<file path="src/rtl/id_hazard_scoreboard_pkg.sv">
// Shared types and constants for the decode-stage hazard scoreboard.
// Optional perf counters are enabled with HAZ_PERF_CNT_EN.
package id_hazard_scoreboard_pkg;

  localparam int MAX_REG_W = 6;

  localparam int FWD_RF = 0;
  localparam int EX     = 1;
  localparam int MEM    = 2;
  localparam int WB     = 3;

  typedef struct packed {
    logic                 valid;
    logic [MAX_REG_W-1:0] dst;
    logic                 rf_wr;
    logic                 is_load;
    logic                 flag_wr;
  } entry_t;

  localparam entry_t ENTRY_BUBBLE = '0;

endpackage

</file>
<file path="src/rtl/id_hazard_scoreboard_if.sv">
// Decode-side bundle: ID controls in, stall/forward selects out.
// Counter outputs exist only under HAZ_PERF_CNT_EN.
interface id_hazard_scoreboard_if #(
  parameter int REG_W = 4,
  parameter int SEL_W = 2
);
  logic             id_valid;
  logic [REG_W-1:0] id_src1;
  logic [REG_W-1:0] id_src2;
  logic             id_src1_en;
  logic             id_src2_en;
  logic [REG_W-1:0] id_dst;
  logic             id_rf_wr;
  logic             id_is_load;
  logic             id_flag_wr;
  logic             id_br_reg;
  logic             id_br_flag;
  logic             flush;
  logic             freeze;
  logic             stall;
  logic [SEL_W-1:0] fwd_sel1;
  logic [SEL_W-1:0] fwd_sel2;
  logic             busy;
`ifdef HAZ_PERF_CNT_EN
  logic [31:0]      stall_cycles;
  logic [31:0]      load_use_cnt;
`endif

  modport master (
    output id_valid, id_src1, id_src2,
    output id_src1_en, id_src2_en,
    output id_dst, id_rf_wr, id_is_load,
    output id_flag_wr, id_br_reg, id_br_flag,
    output flush, freeze,
`ifdef HAZ_PERF_CNT_EN
    input  stall_cycles, load_use_cnt,
`endif
    input  stall, fwd_sel1, fwd_sel2, busy
  );

  modport slave (
    input  id_valid, id_src1, id_src2,
    input  id_src1_en, id_src2_en,
    input  id_dst, id_rf_wr, id_is_load,
    input  id_flag_wr, id_br_reg, id_br_flag,
    input  flush, freeze,
`ifdef HAZ_PERF_CNT_EN
    output stall_cycles, load_use_cnt,
`endif
    output stall, fwd_sel1, fwd_sel2, busy
  );

endinterface

</file>
<file path="src/rtl/id_hazard_scoreboard_match.sv">
// Youngest-writer search over in-flight entries for one source index.
// Entry k = instruction that left ID k cycles ago; smallest k wins.
module haz_match_prio
  import id_hazard_scoreboard_pkg::*;
#(
  parameter int PIPE_DEPTH = 3,
  parameter int REG_W      = 4,
  parameter int SEL_W      = 2
) (
  input  logic [REG_W-1:0]          src_i,
  input  logic                      src_en_i,
  input  entry_t [PIPE_DEPTH-1:1]   ent_i,
  output logic                      hit_o,
  output logic [SEL_W-1:0]          idx_o,
  output logic                      load_o
);

  logic unused_flags;

  always_comb begin
    hit_o  = 1'b0;
    idx_o  = '0;
    load_o = 1'b0;
    for (int k = PIPE_DEPTH - 1; k >= 1; k--) begin
      if (ent_i[k].valid && ent_i[k].rf_wr &&
          ent_i[k].dst == MAX_REG_W'(src_i) &&
          src_i != '0 && src_en_i) begin
        hit_o  = 1'b1;
        idx_o  = SEL_W'(k);
        load_o = ent_i[k].is_load;
      end
    end
  end

  always_comb begin
    unused_flags = 1'b0;
    for (int k = 1; k < PIPE_DEPTH; k++)
      unused_flags = unused_flags ^ ent_i[k].flag_wr;
  end

endmodule

</file>
<file path="src/rtl/id_hazard_scoreboard.sv">
// Decode hazard scoreboard: aged in-flight write tracker, stall and EX forwarding.
// Define HAZ_PERF_CNT_EN to add saturating stall/load-use cycle counters.
module id_hazard_scoreboard
  import id_hazard_scoreboard_pkg::*;
#(
  parameter int NUM_REGS   = 16,
  parameter int REG_W      = 4,
  parameter int PIPE_DEPTH = 3,
  parameter int LOAD_LAT   = 2,
  parameter int SEL_W      = 2
) (
  input logic                   clk,
  input logic                   rst,
  id_hazard_scoreboard_if.slave sb
);

  if (NUM_REGS > (1 << REG_W) || REG_W > MAX_REG_W ||
      PIPE_DEPTH < 2 || LOAD_LAT < 1 ||
      LOAD_LAT > PIPE_DEPTH) begin : g_bad_cfg
    $error("id_hazard_scoreboard: bad parameters");
  end

  localparam logic [SEL_W-1:0] LL = SEL_W'(LOAD_LAT);

  entry_t [PIPE_DEPTH:1] ent_q;
  entry_t [PIPE_DEPTH:1] ent_d;

  logic             hit1, hit2;
  logic             ld1, ld2;
  logic [SEL_W-1:0] idx1, idx2;
  logic             lu1, lu2;
  logic             br_stall, flag_stall;
  logic             stall_w, issue, busy_w;
  logic             unused_last;

  // Branch operand reuses the src1 search; a branch reads src1 in ID.
  haz_match_prio #(
    .PIPE_DEPTH (PIPE_DEPTH),
    .REG_W      (REG_W),
    .SEL_W      (SEL_W)
  ) u_match1 (
    .src_i    (sb.id_src1),
    .src_en_i (sb.id_src1_en | sb.id_br_reg),
    .ent_i    (ent_q[PIPE_DEPTH-1:1]),
    .hit_o    (hit1),
    .idx_o    (idx1),
    .load_o   (ld1)
  );

  haz_match_prio #(
    .PIPE_DEPTH (PIPE_DEPTH),
    .REG_W      (REG_W),
    .SEL_W      (SEL_W)
  ) u_match2 (
    .src_i    (sb.id_src2),
    .src_en_i (sb.id_src2_en),
    .ent_i    (ent_q[PIPE_DEPTH-1:1]),
    .hit_o    (hit2),
    .idx_o    (idx2),
    .load_o   (ld2)
  );

  assign lu1 = hit1 & ld1 & (idx1 < LL);
  assign lu2 = hit2 & ld2 & (idx2 < LL);

  assign br_stall   = sb.id_br_reg & hit1;
  assign flag_stall = sb.id_br_flag & ent_q[EX].valid &
                      ent_q[EX].flag_wr;

  assign stall_w = sb.id_valid & ~sb.flush &
                   (lu1 | lu2 | br_stall | flag_stall);
  assign issue   = sb.id_valid & ~stall_w & ~sb.flush;

  always_comb begin
    ent_d = ent_q;
    if (!sb.freeze) begin
      for (int k = PIPE_DEPTH; k >= 2; k--)
        ent_d[k] = ent_q[k-1];
      ent_d[EX] = ENTRY_BUBBLE;
      if (issue) begin
        ent_d[EX].valid   = 1'b1;
        ent_d[EX].dst     = MAX_REG_W'(sb.id_dst);
        ent_d[EX].rf_wr   = sb.id_rf_wr;
        ent_d[EX].is_load = sb.id_is_load;
        ent_d[EX].flag_wr = sb.id_flag_wr;
      end
    end
  end

  always_ff @(posedge clk or negedge rst) begin
    if (!rst) ent_q <= '0;
    else      ent_q <= ent_d;
  end

  always_comb begin
    busy_w = 1'b0;
    for (int k = 1; k <= PIPE_DEPTH; k++)
      busy_w = busy_w | ent_q[k].valid;
  end

  assign unused_last = ^{ent_q[PIPE_DEPTH].dst,
                         ent_q[PIPE_DEPTH].rf_wr,
                         ent_q[PIPE_DEPTH].is_load,
                         ent_q[PIPE_DEPTH].flag_wr};

  assign sb.stall    = stall_w;
  assign sb.busy     = busy_w;
  assign sb.fwd_sel1 = hit1 ? idx1 + SEL_W'(1)
                            : SEL_W'(FWD_RF);
  assign sb.fwd_sel2 = hit2 ? idx2 + SEL_W'(1)
                            : SEL_W'(FWD_RF);

`ifdef HAZ_PERF_CNT_EN
  logic [31:0] stall_cnt_q, stall_cnt_d;
  logic [31:0] lu_cnt_q, lu_cnt_d;
  logic        cnt_stall, cnt_lu;

  assign cnt_stall = stall_w & ~sb.freeze;
  assign cnt_lu    = cnt_stall & (lu1 | lu2);

  always_comb begin
    stall_cnt_d = stall_cnt_q;
    lu_cnt_d    = lu_cnt_q;
    if (cnt_stall && !(&stall_cnt_q))
      stall_cnt_d = stall_cnt_q + 32'd1;
    if (cnt_lu && !(&lu_cnt_q))
      lu_cnt_d = lu_cnt_q + 32'd1;
  end

  always_ff @(posedge clk or negedge rst) begin
    if (!rst) begin
      stall_cnt_q <= '0;
      lu_cnt_q    <= '0;
    end else begin
      stall_cnt_q <= stall_cnt_d;
      lu_cnt_q    <= lu_cnt_d;
    end
  end

  assign sb.stall_cycles = stall_cnt_q;
  assign sb.load_use_cnt = lu_cnt_q;
`endif

endmodule

</file>
<file path="src/flat_wrapper.sv">
// flat-port wrapper written by rule: the top's interface ports become plain ports
module id_hazard_scoreboard_flat import id_hazard_scoreboard_pkg::*;
#(
  parameter int NUM_REGS   = 16,
  parameter int REG_W      = 4,
  parameter int PIPE_DEPTH = 3,
  parameter int LOAD_LAT   = 2,
  parameter int SEL_W      = 2
)
  (clk, rst, sb_id_valid, sb_id_src1, sb_id_src2, sb_id_src1_en, sb_id_src2_en, sb_id_dst, sb_id_rf_wr, sb_id_is_load, sb_id_flag_wr, sb_id_br_reg, sb_id_br_flag, sb_flush, sb_freeze, sb_stall, sb_fwd_sel1, sb_fwd_sel2, sb_busy);
  id_hazard_scoreboard_if #(.REG_W(REG_W), .SEL_W(SEL_W)) sb_i ();
  input logic clk;
  input logic rst;
  input wire logic [$bits(sb_i.id_valid)-1:0] sb_id_valid;
  input wire logic [$bits(sb_i.id_src1)-1:0] sb_id_src1;
  input wire logic [$bits(sb_i.id_src2)-1:0] sb_id_src2;
  input wire logic [$bits(sb_i.id_src1_en)-1:0] sb_id_src1_en;
  input wire logic [$bits(sb_i.id_src2_en)-1:0] sb_id_src2_en;
  input wire logic [$bits(sb_i.id_dst)-1:0] sb_id_dst;
  input wire logic [$bits(sb_i.id_rf_wr)-1:0] sb_id_rf_wr;
  input wire logic [$bits(sb_i.id_is_load)-1:0] sb_id_is_load;
  input wire logic [$bits(sb_i.id_flag_wr)-1:0] sb_id_flag_wr;
  input wire logic [$bits(sb_i.id_br_reg)-1:0] sb_id_br_reg;
  input wire logic [$bits(sb_i.id_br_flag)-1:0] sb_id_br_flag;
  input wire logic [$bits(sb_i.flush)-1:0] sb_flush;
  input wire logic [$bits(sb_i.freeze)-1:0] sb_freeze;
  output wire logic [$bits(sb_i.stall)-1:0] sb_stall;
  output wire logic [$bits(sb_i.fwd_sel1)-1:0] sb_fwd_sel1;
  output wire logic [$bits(sb_i.fwd_sel2)-1:0] sb_fwd_sel2;
  output wire logic [$bits(sb_i.busy)-1:0] sb_busy;
  assign sb_i.id_valid = sb_id_valid;
  assign sb_i.id_src1 = sb_id_src1;
  assign sb_i.id_src2 = sb_id_src2;
  assign sb_i.id_src1_en = sb_id_src1_en;
  assign sb_i.id_src2_en = sb_id_src2_en;
  assign sb_i.id_dst = sb_id_dst;
  assign sb_i.id_rf_wr = sb_id_rf_wr;
  assign sb_i.id_is_load = sb_id_is_load;
  assign sb_i.id_flag_wr = sb_id_flag_wr;
  assign sb_i.id_br_reg = sb_id_br_reg;
  assign sb_i.id_br_flag = sb_id_br_flag;
  assign sb_i.flush = sb_flush;
  assign sb_i.freeze = sb_freeze;
  assign sb_stall = sb_i.stall;
  assign sb_fwd_sel1 = sb_i.fwd_sel1;
  assign sb_fwd_sel2 = sb_i.fwd_sel2;
  assign sb_busy = sb_i.busy;
  id_hazard_scoreboard #(.NUM_REGS(NUM_REGS), .REG_W(REG_W), .PIPE_DEPTH(PIPE_DEPTH), .LOAD_LAT(LOAD_LAT), .SEL_W(SEL_W)) u_core (.clk(clk), .rst(rst), .sb(sb_i));
endmodule
</file>
<file path="config.mk">
export PLATFORM = sky130hd
export DESIGN_NAME = id_hazard_scoreboard_flat
export DESIGN_NICKNAME = d
export VERILOG_FILES = /design/src/rtl/id_hazard_scoreboard_pkg.sv /design/src/rtl/id_hazard_scoreboard_if.sv /design/src/rtl/id_hazard_scoreboard_match.sv /design/src/rtl/id_hazard_scoreboard.sv /design/src/flat_wrapper.sv
export SDC_FILE = /design/constraint.sdc
export NUM_CORES = 1
export LEC_CHECK = 0
export CORE_ASPECT_RATIO = 0.75
export CORE_MARGIN = 2
export CORE_UTILIZATION = 40
export CTS_BUF_LIST = sky130_fd_sc_hd__clkbuf_4
export CTS_CLUSTER_SIZE = 16
export DETAILED_ROUTE_END_ITERATION = 7
export DONT_BUFFER_PORTS = 1
export GPL_ROUTABILITY_DRIVEN = 0
export PLACE_DENSITY = 0.59
export SLEW_MARGIN = 20
export SYNTH_ARGS = -nofsm -noshare
export SYNTH_HDL_FRONTEND = slang
export SYNTH_SLANG_ARGS = --single-unit
</file>
<file path="constraint.sdc">
create_clock -name clk -period 1.6 [get_ports clk]
set_input_delay 0.32 -clock clk [delete_from_list [all_inputs] [get_ports clk]]
set_output_delay 0.32 -clock clk [all_outputs]
set_load 0.1 [all_outputs]
</file>
# [Word level (Yosys, flattened, before mapping)]
# Index checks and enable logic that the tools add are counted.
[totals] reg_bits=20 elab_cells=68
[op_classes] add_sub_neg=2 n_lt_le_gt_ge=2 eq_ne=4 mux=15 n_bitwise=19 reduce_logical=16
[ops] cell="equality test 6 x 4 -> 1 bit" n=4
[ops] cell="logical AND 1 bit" n=14
[ops] cell="2-to-1 mux 2 bit" n=6
[ops] cell="AND 1 bit" n=11
[ops] cell="2-to-1 mux 10 bit" n=1
[ops] cell="2-to-1 mux 1 bit" n=8
[ops] cell="nonzero test 4 bit" n=2
[ops] cell="bitwise OR 1 bit" n=6
[ops] cell="adder 2 x 1 -> 2 bit (second input constant)" n=2
[ops] cell="less-than comparator 2 bit (second input constant)" n=2
[ops] cell="NOT 1 bit" n=2

# [Longest topological paths before layout]
[depth] word_depth=16 mapped_depth=6

# [By module]
# From an unflattened synthesis, not the netlist that was laid out.
[hier_totals] hier_cells=115 hier_area_um2=1164.9
[modules_own_cells] mod="id_hazard_scoreboard" instances=1 cells_per_inst=69 area_per_inst_um2=817.0 seq_area_each_um2=425.4
[modules_own_cells] mod="haz_match_prio" instances=2 cells_per_inst=23 area_per_inst_um2=173.9 seq_area_each_um2=0.0

# [Least setup slack after synthesis]
# No wires, ideal clock.
[synth_path] path_type="reg-to-output" start="reg u_core.ent_q[15] (netlist bit)" end="out sb_fwd_sel1[0]" arrival_ns=3.152 setup_slack_ns=-1.872 stages_incl_launch_ff=5 path_buffers=0 path_cell_list="dfrtp_1 -> xor2_1 -> nor3_1 -> nand4_2 -> nor3b_1"
[synth_between] elab_chain_cells=7
[synth_rtl] element="start: declaration" line="id_hazard_scoreboard.sv:25" source="entry_t [PIPE_DEPTH:1] ent_q;"
[synth_rtl] element="start signal: assignment" line="id_hazard_scoreboard.sv:92" source="else ent_q <= ent_d;"
[synth_rtl] element="equality test 6 x 4 -> 1 bit" line="id_hazard_scoreboard_match.sv:26" source="ent_i[k].dst == MAX_REG_W'(src_i) &&"
[synth_rtl] element="logical AND 1 bit" line="id_hazard_scoreboard_match.sv:25" source="if (ent_i[k].valid && ent_i[k].rf_wr &&"
[synth_rtl] element="logical AND 1 bit" line="id_hazard_scoreboard_match.sv:26"
[synth_rtl] element="logical AND 1 bit" line="id_hazard_scoreboard_match.sv:27" source="src_i != '0 && src_en_i) begin"
[synth_rtl] element="2-to-1 mux 1 bit (2 in series)" line="id_hazard_scoreboard_match.sv:25"
[synth_rtl] element="2-to-1 mux 2 bit" line="id_hazard_scoreboard.sv:108" source="assign sb.fwd_sel1 = hit1 ? idx1 + SEL_W'(1)"
[synth_rtl] element="end: declaration" line="flat_wrapper.sv:28" source="output wire logic [$bits(sb_i.fwd_sel1)-1:0] sb_fwd_sel1;"
# Every way passes these cells.

# [Final worst setup path]
# Ends and elaborated chain as after synthesis.

==> impl_metrics.tcl <==
set metrics [dict create \
    peakVddDrop_uv 459 \
    final-seq-area_um2 375 \
    power.internal_mw 0.641 \
    slew_violations 0 \
    vias 807 \
    final_layout_size_suffix_gt1_share_pct 45.8 \
    ys_types 31 \
    worst_setup_path_start_kind "flip-flop" \
    tightestPinTransition_ps 671 \
    vias_per_cell 5.24 \
    clk_pin_slew_worst_paths_ps 80 \
    power.leakage_nw 0.609 \
    n_antenna_cell 0 \
    ys.flop_type "dfrtp_1" \
    finalSetupViolations 6 \
    final_cell_mix "17 x buf_4, 16 x nand2_1, 15 x dfrtp_1" \
    hpwl_um 1850 \
    io_buffers 0 \
    areaGrowthSynthToFinish_pct 43.4 \
    drv_cap 0 \
    required_ps 1280 \
    fmax_mhz 454 \
    grt_max_degree 17 \
    final_common_cell "buf_4" \
    fp.dieH_um 46.4 \
    largest_register "u_core.ent_q" \
    synth_area_um2 960 \
    clkPwrFrac_pct 25.3 \
    final_nets 145 \
    die_area_um2 2810 \
    yosys_warnings 0 \
    cts_tree "built" \
    synth_edf_count 0 \
    largest_reg_flops 15 \
    fin_util_pct 60.1 \
    grt_pass1_vias 816 \
    groute.usage.overall_pct 19.1 \
    synthArstFlopShare_pct 100 \
    hold_viol_final 0 \
    wl_per_cell_um 15.5 \
    cts_buffer_depth 2 \
    reg.largest.list "u_core.ent_q: 15 flops" \
    syn-instance-count 92 \
    cts.sinks 15 \
    synth_top_area_share_pct 39.1 \
    remaining_drc_errors 0 \
    ys_seq_area_share_pct 39.1 \
    dpl_cell_area_um2 1270 \
    endpoint_kind "output port" \
    wirelength_um 2380 \
    switching_power_mw 0.257 \
    drt_iter0_drc 34 \
    start_util_pct 41.9 \
    rows 15 \
    dr.pass1.iters 4 \
    crit_arrival_ps 1880 \
    die_x_um 60.6 \
    p_seq_share_pct 48.3 \
    synth_nets 116 \
    grt_pass1_wl_um 3820 \
    fin_skew_ps 2.13 \
    rsz0062_at_grt "true" \
    antenna_found_initial 0 \
    h-tree-depth 1 \
    fin_crit_sh_pct 138 \
    setup_slack_ps -604 \
    fill_cells 200 \
    fin_area_um2 1380 \
    io_pins 30 \
    path_max_fanout 2 \
    p_sw_share_pct 28.6 \
    cts-buffers-inserted 3 \
    ant_nets 0 \
    fin_crit_ps 2200 \
    pwr-share-comb_pct 26.4 \
    worstSkewPairLatency_ps 280 \
    violations "negative setup slack" \
    core_area_um2 2290 \
    hold_class "primary input to flip-flop" \
    slew_headroom_pct 55.1 \
    overflow 0 \
    worstSetupPathType "flip-flop to output port" \
    postSynthAreaPerCell_um2 10.4 \
    synth.ff_latch_count 15 \
    synth.area.top_cells "dfrtp_1 39%, xor2_1 10%, mux2_2 8.2%" \
    multi_input_area_um2 651 \
    outcome "finished with violations" \
    cts_root_buffer "clkbuf_4" \
    yosysTopAreaCell "dfrtp_1" \
    power.density_nw_per_um2 653 \
]
-- power groups by stage --
stage	sequential [mW]	clock, mW	combinational, mW
4_1_cts	0.431	0.239	0.231
3_5_place_dp	0.439	0	0.192
3_3_place_gp	0.438	0	0.190
6_report	0.434	0.227	0.237
2_1_floorplan	0.435	0	0.135
5_1_grt	0.437	0.254	0.254
-- critical path: stages, from the launching register on --
cell and delay [ps]:
dfrtp_1 410, xor2_1 160, nor3_2 250, nand4_2 180, buf_6 180, nor3b_4 210, buf_12 200
-- cells by family after synthesis --
| group | count (synthesis) | synth area share [%] |
|---|---|---|
| muxes | 7 | 8.21 |
| and+or+nand+nor | 36 | 22.8 |
| buffers and inverters | 4 | 2.35 |
| AOI/OAI and AO/OA | 14 | 12.9 |
| xor gates and xnor gates | 16 | 14.6 |
| DFF | 15 | 39.1 |
-- final cells by class --
cell class,instances,share of cell area [%]
Sequential cell,15,27.3
Inverter,1,0.273
Multi-Input combinational cell,73,47.3
Timing Repair Buffer,27,19.9
Tap cell,34,3.09
Clock buffer,4,2.18
-- repair_timing --
action | in CTS | in global routing
buffers inserted | 2 | 0
hold buffers | 1 | 0
hold endpoints to repair | 15 | 0
endpoints found under the setup margin | 14 | 14
cloned | 0 | 0
pin swaps | 4 | 4
gates resized for setup | 8 | 5
-- cell usage after synthesis, types with 2 or more instances --
| library cell | n |
|---|---|
| dfrtp_1 | 15 |
| o31ai_1 | 7 |
| nor3_1 | 2 |
| nor3b_1 | 2 |
| nand2_1 | 17 |
| nand4_2 | 2 |
| xor2_1 | 11 |
| mux2_2 | 7 |
| xnor2_1 | 5 |
| and3_1 | 2 |
| a21oi_1 | 2 |
-- worst paths after layout --
| check | from | endpoint | slack, ps | cells after the start |
|---|---|---|---|---|
| setup / recovery | u_core.ent_q[15] | sb_fwd_sel1[0] | -600 | 6 |
| hold / removal | sb_freeze | u_core.ent_q[5] | 160 | 2 |
| setup reg to reg | u_core.ent_q[15] | u_core.ent_q[4] | 50 | 6 |
| hold reg to reg | u_core.ent_q[0] | u_core.ent_q[0] | 480 | 2 |
| max in group asynchronous | rst | u_core.ent_q[14] | 660 | 1 |
| min in group asynchronous | rst | u_core.ent_q[5] | 510 | 1 |
-- routing by layer --
layer  track usage, %  vias to the layer above  part of all wire, %  wire length, um
met2             27.7                       23                   44             1050
met4             6.96                        0                 0.50               12
met3             2.81                        2                  5.5              130
met1             28.8                      393                   50             1190
li1                 -                      389                    -                -
met5                0                        -                    0                0
-- metrics by stage --
stage               setup TNS, ps  hold WS [ps]  worst slack, ps  cells  power [mW]
floorplan                   -1580          24.4             -573     92       0.571
global placement            -1520          24.7             -358    148       0.629
detailed placement          -2260          24.8             -440    148       0.631
CTS                         -3020           146             -620    154       0.901
global route                -3500           140             -686    154       0.945
finish                      -2960           156             -604    154       0.898
(Power assumes the default switching activity.)
==> edit, RTL diff (same settings) <==
`SEL_W` is set to 2 in 4 places; all go to 1.
--- a/src/rtl/id_hazard_scoreboard_if.sv
+++ b/src/rtl/id_hazard_scoreboard_if.sv
@@ -2,7 +2,7 @@
 // Counter outputs exist only under HAZ_PERF_CNT_EN.
 interface id_hazard_scoreboard_if #(
   parameter int REG_W = 4,
-  parameter int SEL_W = 2
+  parameter int SEL_W = 1
 );
   logic             id_valid;
   logic [REG_W-1:0] id_src1;
--- a/src/rtl/id_hazard_scoreboard_match.sv
+++ b/src/rtl/id_hazard_scoreboard_match.sv
@@ -5,7 +5,7 @@
 #(
   parameter int PIPE_DEPTH = 3,
   parameter int REG_W      = 4,
-  parameter int SEL_W      = 2
+  parameter int SEL_W      = 1
 ) (
   input  logic [REG_W-1:0]          src_i,
   input  logic                      src_en_i,
--- a/src/rtl/id_hazard_scoreboard.sv
+++ b/src/rtl/id_hazard_scoreboard.sv
@@ -7,7 +7,7 @@
   parameter int REG_W      = 4,
   parameter int PIPE_DEPTH = 3,
   parameter int LOAD_LAT   = 2,
-  parameter int SEL_W      = 2
+  parameter int SEL_W      = 1
 ) (
   input logic                   clk,
   input logic                   rst,
--- a/src/flat_wrapper.sv
+++ b/src/flat_wrapper.sv
@@ -5,7 +5,7 @@
   parameter int REG_W      = 4,
   parameter int PIPE_DEPTH = 3,
   parameter int LOAD_LAT   = 2,
-  parameter int SEL_W      = 2
+  parameter int SEL_W      = 1
 )
   (clk, rst, sb_id_valid, sb_id_src1, sb_id_src2, sb_id_src1_en, sb_id_src2_en, sb_id_dst, sb_id_rf_wr, sb_id_is_load, sb_id_flag_wr, sb_id_br_reg, sb_id_br_flag, sb_flush, sb_freeze, sb_stall, sb_fwd_sel1, sb_fwd_sel2, sb_busy);
   id_hazard_scoreboard_if #(.REG_W(REG_W), .SEL_W(SEL_W)) sb_i ();
Interface: changed (resized sb_fwd_sel1 and sb_fwd_sel2); port bits go from 30 to 28. No check against the original RTL was run, so the function may have changed too.
==> edit against the original RTL <==
The run still ends with negative setup slack left. Setup slack better by 0.14 ns. Via count shrank 11%. Power fell by 9.9%. Design area down 18%. Routed wire length fell by 17%. Sequential cell count shrank 1. Largest power group unchanged. First-iteration DRC count shrank 38%. Core utilization down 3.8 points. Sequential power shrank 7.4%. Synthesized area down 10%. Clock power shrank 17%.
==> edit: results (changes against the original RTL) <==
status complete, but fails checks; failing checks negative setup slack; Seq cells 14 (-1); Metal-1 WL 914 um (-23%); Synth area leaders dfrtp_1, mux2_2, xor2_1; vias in the first global route 722 (-12%); comb_multi_in 69 (-5.5%); arrival time worst endpoint 1.74 ns (-0.14 ns); HPWL after DPL 1.554 mm (-16%); Worst setup startpoint u_core.ent_q[5]; final setup violation count 4 (-2); share of layout cells above drive strength 1 0.3302 (-0.1281); met2 Usage GRT 0.2682 (-0.009238); Worst Setup Slack post-DPL -0.1660 ns (+0.2737 ns); crit-path leading delay family compound AO/OA/AOI/OAI gates; Top Registers u_core.ent_q (14); largest net degree at the start of global routing 22 (+5); LEAKAGE 0.4747 nW (-22%); GRT busiest layer met2; setup slack after layout -0.4646 ns (+0.1398 ns); postcts setup bufs 1 (-1); setup TNS -1.423 ns (+1.535 ns); vias per cell 5.546 (+5.8%); Final Cell Area 1135 sq um (-18%); fillcell total 186 (-7.0%)
-- edit: cell types whose count changed in the layout (fill, tap and decap cells not counted), sizes merged, moves of 3 or more --
cell    unedited run  this run
buf               26        18
o31ai              7         0
nand4b             0         6
nand3              1         4
o21ai              1         7
nor3               2         7
xor2              11         8
nand2             17        10
nand4              3         0
-- edit: power by group --
| group | internal, mW | total, mW | leakage [nW] | switching [mW] |
|---|---|---|---|---|
| Combinational | 0.110 | 0.218 | 0.273 | 0.108 |
| Sequential | 0.380 | 0.402 | 0.187 | 0.0222 |
| Clock | 0.0869 | 0.189 | 0.0138 | 0.102 |
| Total | 0.577 | 0.809 | 0.475 | 0.232 |
-- edit: logic make-up after synthesis --
family          after synthesis  synth area share
compound gates               12            0.1061
buf+inv                       4           0.01744
xor+xnor                     15            0.1526
simple gates                 35            0.2253
mux                           7           0.09157
flops                        14            0.4070
